### src/rtl/fetch_sequencer.sv
// fetch_sequencer: owns the program counter, a writable jump-target LUT and
// the req/done run handshake. running/done come straight from the state
// register, so no input reaches them combinationally.
module fetch_sequencer #(
  parameter int D          = 12,
  parameter int LW         = 3,
  parameter int CW         = 16,
  parameter int START_ADDR = 0,
  parameter int END_ADDR   = 30
) (
  input  logic          clk,
  input  logic          reset,
  input  logic          req,
  input  logic          stall,
  input  logic          halt,
  input  logic          branch_en,
  input  logic          absjump_en,
  input  logic          reljump_en,
  input  logic [LW-1:0] lut_idx,
  input  logic          lut_we,
  input  logic [LW-1:0] lut_waddr,
  input  logic [D-1:0]  lut_wdata,
  output logic [D-1:0]  prog_ctr,
  output logic          running,
  output logic          done,
  output logic [CW-1:0] cycle_cnt
);

  localparam int          DEPTH    = 2 ** LW;
  localparam logic [D-1:0] START_PC = D'(START_ADDR);
  localparam logic [D-1:0] END_PC   = D'(END_ADDR);

  typedef enum logic [1:0] {
    S_IDLE = 2'd0,
    S_RUN  = 2'd1,
    S_DONE = 2'd2
  } state_t;

  state_t        state_q, state_d;
  logic [D-1:0]  pc_q, pc_d;
  logic [CW-1:0] cnt_q, cnt_d;
  logic [D-1:0]  lut_q [DEPTH];
  logic [D-1:0]  lut_rd;
  logic [CW-1:0] cnt_inc;

  // Combinational read: a same-edge write is only visible next cycle.
  assign lut_rd  = lut_q[lut_idx];
  // Saturating increment; the counter sticks at all-ones.
  assign cnt_inc = (cnt_q == '1) ? cnt_q : cnt_q + 1'b1;

  // Jump-target LUT: cleared by reset, writable in any state.
  always_ff @(posedge clk) begin
    if (reset) begin
      for (int i = 0; i < DEPTH; i++) lut_q[i] <= '0;
    end else if (lut_we) begin
      lut_q[lut_waddr] <= lut_wdata;
    end
  end

  // State, PC and cycle counter registers.
  always_ff @(posedge clk) begin
    if (reset) begin
      state_q <= S_IDLE;
      pc_q    <= START_PC;
      cnt_q   <= '0;
    end else begin
      state_q <= state_d;
      pc_q    <= pc_d;
      cnt_q   <= cnt_d;
    end
  end

  // Next-state logic: termination beats stall, stall beats branch,
  // absolute beats relative.
  always_comb begin
    state_d = state_q;
    pc_d    = pc_q;
    cnt_d   = cnt_q;
    unique case (state_q)
      S_IDLE: begin
        if (req) begin
          state_d = S_RUN;
          pc_d    = START_PC;
          cnt_d   = '0;
        end
      end
      S_RUN: begin
        cnt_d = cnt_inc;
        if (halt || (pc_q == END_PC)) begin
          state_d = S_DONE;
        end else if (stall) begin
          pc_d = pc_q;
        end else if (branch_en && absjump_en) begin
          pc_d = lut_rd;
        end else if (branch_en && reljump_en) begin
          // Two's-complement add wraps naturally in both directions.
          pc_d = pc_q + lut_rd;
        end else begin
          pc_d = pc_q + 1'b1;
        end
      end
      S_DONE: begin
        if (!req) state_d = S_IDLE;
      end
      default: begin
        state_d = S_IDLE;
      end
    endcase
  end

  assign prog_ctr  = pc_q;
  assign cycle_cnt = cnt_q;
  assign running   = (state_q == S_RUN);
  assign done      = (state_q == S_DONE);

endmodule
### config.mk
export PLATFORM = sky130hd
export DESIGN_NAME = fetch_sequencer
export DESIGN_NICKNAME = d
export VERILOG_FILES = /design/src/rtl/fetch_sequencer.sv
export SDC_FILE = /design/constraint.sdc
export NUM_CORES = 1
export LEC_CHECK = 0
export BUFFER_PORTS_ARGS = -buffer_cell sky130_fd_sc_hd__buf_2
export CAP_MARGIN = 20
export CORE_MARGIN = 3
export CORE_UTILIZATION = 45
export CTS_CLUSTER_SIZE = 24
export DETAILED_ROUTE_END_ITERATION = 6
export PLACE_DENSITY = 0.72
export SYNTH_ARGS = -nofsm -noshare
export SYNTH_HDL_FRONTEND = slang
export SYNTH_SLANG_ARGS = --single-unit
### constraint.sdc
create_clock -name clk -period 3.4 [get_ports clk]
set_clock_uncertainty 0.1 [all_clocks]
set_input_delay 0.51 -clock clk [delete_from_list [all_inputs] [get_ports clk]]
set_output_delay 0.51 -clock clk [all_outputs]
set_load 0.03 [all_outputs]
# After elaboration in Yosys (flattened, before gate mapping)
# Memory sizes are Yosys's and may differ from the RTL's.
# Index checks and enable logic that the tools add are counted.
op_classes:
  add_sub_neg: 3
  eq_ne: 10
  muxes: 21
  n_reduce_logical: 9
op_table:
  columns: ["operator", "n"]
  rows:
  - ["12-bit 2-to-1 mux", 6]
  - ["16-bit 2-to-1 mux", 2]
  - ["16-bit case mux with 2 select lines", 1]
  - ["12-bit case mux with 2 select lines", 1]
  - ["16-bit by 1-bit adder with 16-bit output, second input constant", 1]
  - ["16-bit equality test, second input constant", 1]
  - ["12-bit by 1-bit adder with 12-bit output, second input constant", 1]
  - ["12-bit adder", 1]
  - ["12-bit by 5-bit equality test with 1-bit output, second input constant", 1]
  - ["12-bit OR reduction", 1]
  - ["2-bit inequality test, second input constant", 5]
  - ["1-bit 2-to-1 mux", 6]
  - ["2-bit 2-to-1 mux", 3]
  - ["2-bit case mux with 3 select lines", 1]
  - ["3-bit AND reduction", 2]
  - ["4-bit AND reduction", 1]
  - ["3-bit 2-to-1 mux", 1]
  - ["2-bit by 1-bit equality test with 1-bit output, second input constant", 1]
  - ["2-bit equality test, second input constant", 1]
  - ["1-bit logical AND", 2]
  - ["2-bit logical NOT", 1]
  - ["2-bit by 1-bit inequality test with 1-bit output, second input constant", 1]
  - ["2-bit nonzero test", 1]
  - ["1-bit logical OR", 1]
totals:
  ff_bits: 30
  ram_bits: 96
  in_bits: 27
  output_inout_bits: 30
  wordCells: 47
  n_memories: 1
memory_table:
  columns: ["memory", "words", "width", "read_ports", "rd_clocked_by_memory_dff", "write_ports", "line", "text"]
  rows:
  - ["lut_q", 8, 12, 1, 0, 8, "42", "logic [D-1:0] lut_q [DEPTH];"]

# Longest topological paths before layout
# An unclocked memory read counts as a cell.
depth:
  ltp_word: 7
  depth_mapped: 14
  depth_no_buf: 12

# Worst setup path after synthesis
# Ideal clock, no wire load.
synth_path:
  path_type: "input to register"
  startpoint: "in lut_idx[0]"
  endpoint: "reg pc_q[7] (netlist: prog_ctr[7])"
  setup_ps: 74
  arrival_time_ps: 3493
  t_required_ps: 3226
  path_slack_ps: -267
  stages: 12
  path_buffers: 2
  cell_sequence: "buf_2 buf_2 mux4_2 mux2_2 nand3_1 inv_1 ha_1 a211oi_1 o21bai_1 a2111oi_0 o2111ai_1 a31oi_1"
synth_via:
  elab_chain_cells: 7
synth_lines:
  columns: ["item", "line", "text"]
  rows:
  - ["start: declaration", "19", "input logic [LW-1:0] lut_idx,"]
  - ["memory 8 x 12 bit *", null, null]
  - ["12-bit adder", "97", "pc_d = pc_q + lut_rd;"]
  - ["12-bit 2-to-1 mux", "95", "end else if (branch_en && reljump_en) begin"]
  - ["12-bit 2-to-1 mux *", "93", "end else if (branch_en && absjump_en) begin"]
  - ["12-bit 2-to-1 mux *", "91", "end else if (stall) begin"]
  - ["12-bit 2-to-1 mux *", "89", "if (halt || (pc_q == END_PC)) begin"]
  - ["12-bit case mux with 2 select lines *", "79", "unique case (state_q)"]
  - ["end signal: assignment", "68", "pc_q <= pc_d;"]
  - ["end: declaration", "40", "logic [D-1:0] pc_q, pc_d;"]
# Every way passes the cells marked *; elsewhere a longest branch is shown, timed or not. The select of a mux whose other input is x is not followed.
# A chain may end at the register's enable or synchronous reset.

# Worst setup path after layout
layout_path:
  startpoint: "mem lut_q[6][1]"
  endpoint: "reg pc_q[7] (netlist: prog_ctr[7])"
layout_via:
  elab_chain_cells: 7
layout_lines:
  columns: ["item", "line"]
  rows:
  - ["start: declaration", "42"]
  - ["memory 8 x 12 bit", null]
  - ["12-bit adder", "97"]
  - ["12-bit 2-to-1 mux", "95"]
  - ["12-bit 2-to-1 mux", "93"]
  - ["12-bit 2-to-1 mux", "91"]
  - ["12-bit 2-to-1 mux", "89"]
  - ["12-bit case mux with 2 select lines", "79"]
# Every way passes these cells. The select of a mux whose other input is x is not followed.

==> results_dict.tcl <==
set metrics [dict create \
    hold_viol 0 \
    fin_area_mm2 0.007644 \
    synthDominantCellAreaShare 0.4546 \
    async_flop_share 0 \
    power.density_mw_per_mm2 519.3 \
    rsz0062_at_grt "no" \
    core_area_mm2 0.01351 \
    insertion_delay_ps 420 \
    whs_path_depth 3 \
    overflow 0 \
    first_global_vias 4459 \
    antenna_found_initial 0 \
    h-tree-depth 4 \
    r2r-end "prog_ctr[7]" \
    cts.sinks 126 \
    min_from "req" \
    status "complete, no violations" \
    grt_pass1_wl_um 24110 \
    syn_inst 526 \
    period_share 0.9026 \
    wl_per_cell_um 18.84 \
    post_layout_nonfiller_instances 803 \
    cp_max_fo 3 \
    synth_cell_type_count 54 \
    hold-path-endpoint "state_q[1]" \
    drv_slew 0 \
    startpoint "lut_q[6][1]" \
    worstPathArrival_ps 3310 \
    fp.dieH_um 124.7 \
    drt_iter0_markers 380 \
    critical_path_class "reg2reg" \
    firstDrtPassIters 5 \
    yosys_register_bits 126 \
    leakagePower_nw 3.019 \
    ys.flop_type "edfxtp_1" \
    clock-root-buffer "clkbuf_16" \
    worstSetupStartpointType "register" \
    synth_enable_flop_cells 96 \
    cts_inserted_buffers 17 \
    drc 0 \
    diodes 0 \
    finalNetCount 654 \
    gr-usage-all-layers 0.2013 \
    synth_nets 566 \
    fin_ws_ps 331.2 \
    critical_path.cell_chain "mux4_2 > mux2_2 > nand3_1 > inv_1 > ha_1 > a211oi_2 > o21bai_1 > a2111oi_2 > o2111ai_1 > a31oi_1" \
    placed_area_mm2 0.007036 \
    cts_tree "yes" \
    rows 42 \
    slew_headroom 0.2409 \
    vias_per_cell 5.512 \
    slowest_delay_ps 490 \
    fin_util 0.5660 \
    rr_worst_depth 10 \
    fmax_mhz 325.9 \
    syn-cell-area_mm2 0.006341 \
    setup_viol_count_final 0 \
    dp_hpwl_um 9996 \
    drive_above_1_share 0.2679 \
    chipWidth_um 124.7 \
    nFillCells 1144 \
    synth_top_cell_by_area "edfxtp_1" \
    dr_total_vias 4426 \
    hold-worst-slack_ps 264.9 \
    cp.required_ps 3640 \
    dp_slack_ps -61.99 \
    hold_class "in2reg" \
    grt_max_degree 23 \
    port-buffer-count 56 \
    cap_viol_max_count 0 \
    clk_path_buf_depth 2 \
    io_pins 57 \
    drt-total-wl_um 15130 \
    synth.area.top_cells "edfxtp_1 (45%), and2_1 (9.7%), dfxtp_1 (9.5%)" \
    ys_warn_count 0 \
    area_growth_pct 20.54 \
    ff2ff_setup_slack_ps 330 \
    crit_slowest_cell "mux4_2" \
    dp.cells 771 \
    syn_avg_cell_area_um2 12.06 \
    drtAntennaViolNets 0 \
    multi_input_area_mm2 0.002728 \
    path_clk_slew_ps 60 \
    gp_congestion 0.8892 \
    start_util 0.4695 \
    min_period_ps 3069 \
    ctsHoldBuffers 0 \
    worstReg2RegStart "lut_q[6][1]" \
    seqCellArea_mm2 0.003483 \
    cts_setup_buffers 0 \
    dieArea_mm2 0.01555 \
    worstMarginPinSlew_ps 1134 \
    cp-end-kind "register" \
    cts-resized-gates 0 \
    peakVddDrop_uv 442.3 \
    synth-seq-area-share 0.5493 \
]
-- cells in the mapped netlist (3+ instances only) --
| master | n |
|---|---|
| nor4_1 | 3 |
| mux4_2 | 24 |
| nand2b_1 | 8 |
| mux2i_1 | 15 |
| nand4_1 | 3 |
| ha_1 | 12 |
| inv_1 | 7 |
| xor2_1 | 9 |
| or2_2 | 9 |
| and3_1 | 3 |
| a21o_1 | 3 |
| nand3_1 | 13 |
| nor3_1 | 11 |
| or4_1 | 3 |
| nand3b_1 | 3 |
| nor2_1 | 54 |
| nand2_1 | 18 |
| o21ai_0 | 12 |
| a31oi_1 | 7 |
| a21oi_1 | 18 |
| or3_1 | 3 |
| xnor2_1 | 6 |
| buf_2 | 4 |
| and2_1 | 98 |
| a211oi_1 | 5 |
| edfxtp_1 | 96 |
| dfxtp_1 | 30 |
| clkbuf_1 | 16 |
-- where the power goes --
group	leakage [nW]	switching, mW	internal [mW]	total [mW]
clock network	0.294	0.714	1.16	1.88
logic	1.56	0.188	0.144	0.332
registers	1.16	0.0270	1.73	1.76
total	3.02	0.929	3.04	3.97
-- registers in the layout, summed over array words and instances (netlist names) --
signal	count
state_q	2
lut_q	96
prog_ctr	12
cycle_cnt	16
-- critical path, delay by kind of cell (launching register included) --
| family | cells | cell delay [ps] |
|---|---|---|
| compound gates | 5 | 1240 |
| mux | 2 | 780 |
| flops | 1 | 400 |
| fa+ha+maj | 1 | 310 |
| simple gates | 1 | 110 |
| buf+inv | 1 | 50 |
-- per-stage QoR --
step / power [mW] / TNS, ps
final: 3.969 / 0
after global placement: 2.111 / -18.54
after floorplan: 1.988 / 0
after detailed placement: 2.122 / -95.14
after CTS: 3.994 / 0
after global routing: 4.116 / 0
-- placed cells by master (no fill, tap or decap), drive strengths merged, types with 13 or more instances in the layout --
cell type	Yosys	routed
dfxtp	30	30
and2	99	99
mux4	24	24
mux2i	15	15
a21oi	18	18
nand3	13	13
inv	7	13
clkbuf	16	17
nor2	54	54
buf	8	94
edfxtp	96	96
nand2	18	18
-- worst max-delay path by stage --
stage                              to  cells after the start
after floorplan           prog_ctr[7]                     12
after detailed placement  prog_ctr[8]                     14
after global placement    prog_ctr[8]                     14
after global routing      prog_ctr[7]                     10
final                     prog_ctr[7]                     10
after CTS                 prog_ctr[7]                     10
-- cell families after synthesis --
| family | after synthesis | synth area share |
|---|---|---|
| buffers and inverters | 32 | 0.02328 |
| adder cells (fa/ha/maj) | 13 | 0.02683 |
| AND/OR/NAND/NOR | 241 | 0.2103 |
| AO/OA/AOI/OAI | 59 | 0.05880 |
| multiplexers | 40 | 0.1107 |
| flip-flops | 126 | 0.5493 |
| XOR/XNOR | 15 | 0.02072 |
-- area by class of cell --
class | instances | area share
multi-input cells | 368 | 0.3569
inverters | 7 | 0.003438
clock buffers | 17 | 0.05566
well taps | 176 | 0.02881
clock inverters | 15 | 0.02390
flip-flops and latches | 126 | 0.4557
repair buffers | 94 | 0.07563
-- per-layer routing --
metal	GRT usage	wire, um	vias to the layer above
met4	0.06834	222	0
li1	-	-	2109
met3	0.05146	817	18
met1	0.2502	6427	2173
met2	0.3422	7663	126
met5	0	0	-
No activity file was read; power rests on OpenSTA's default activity.
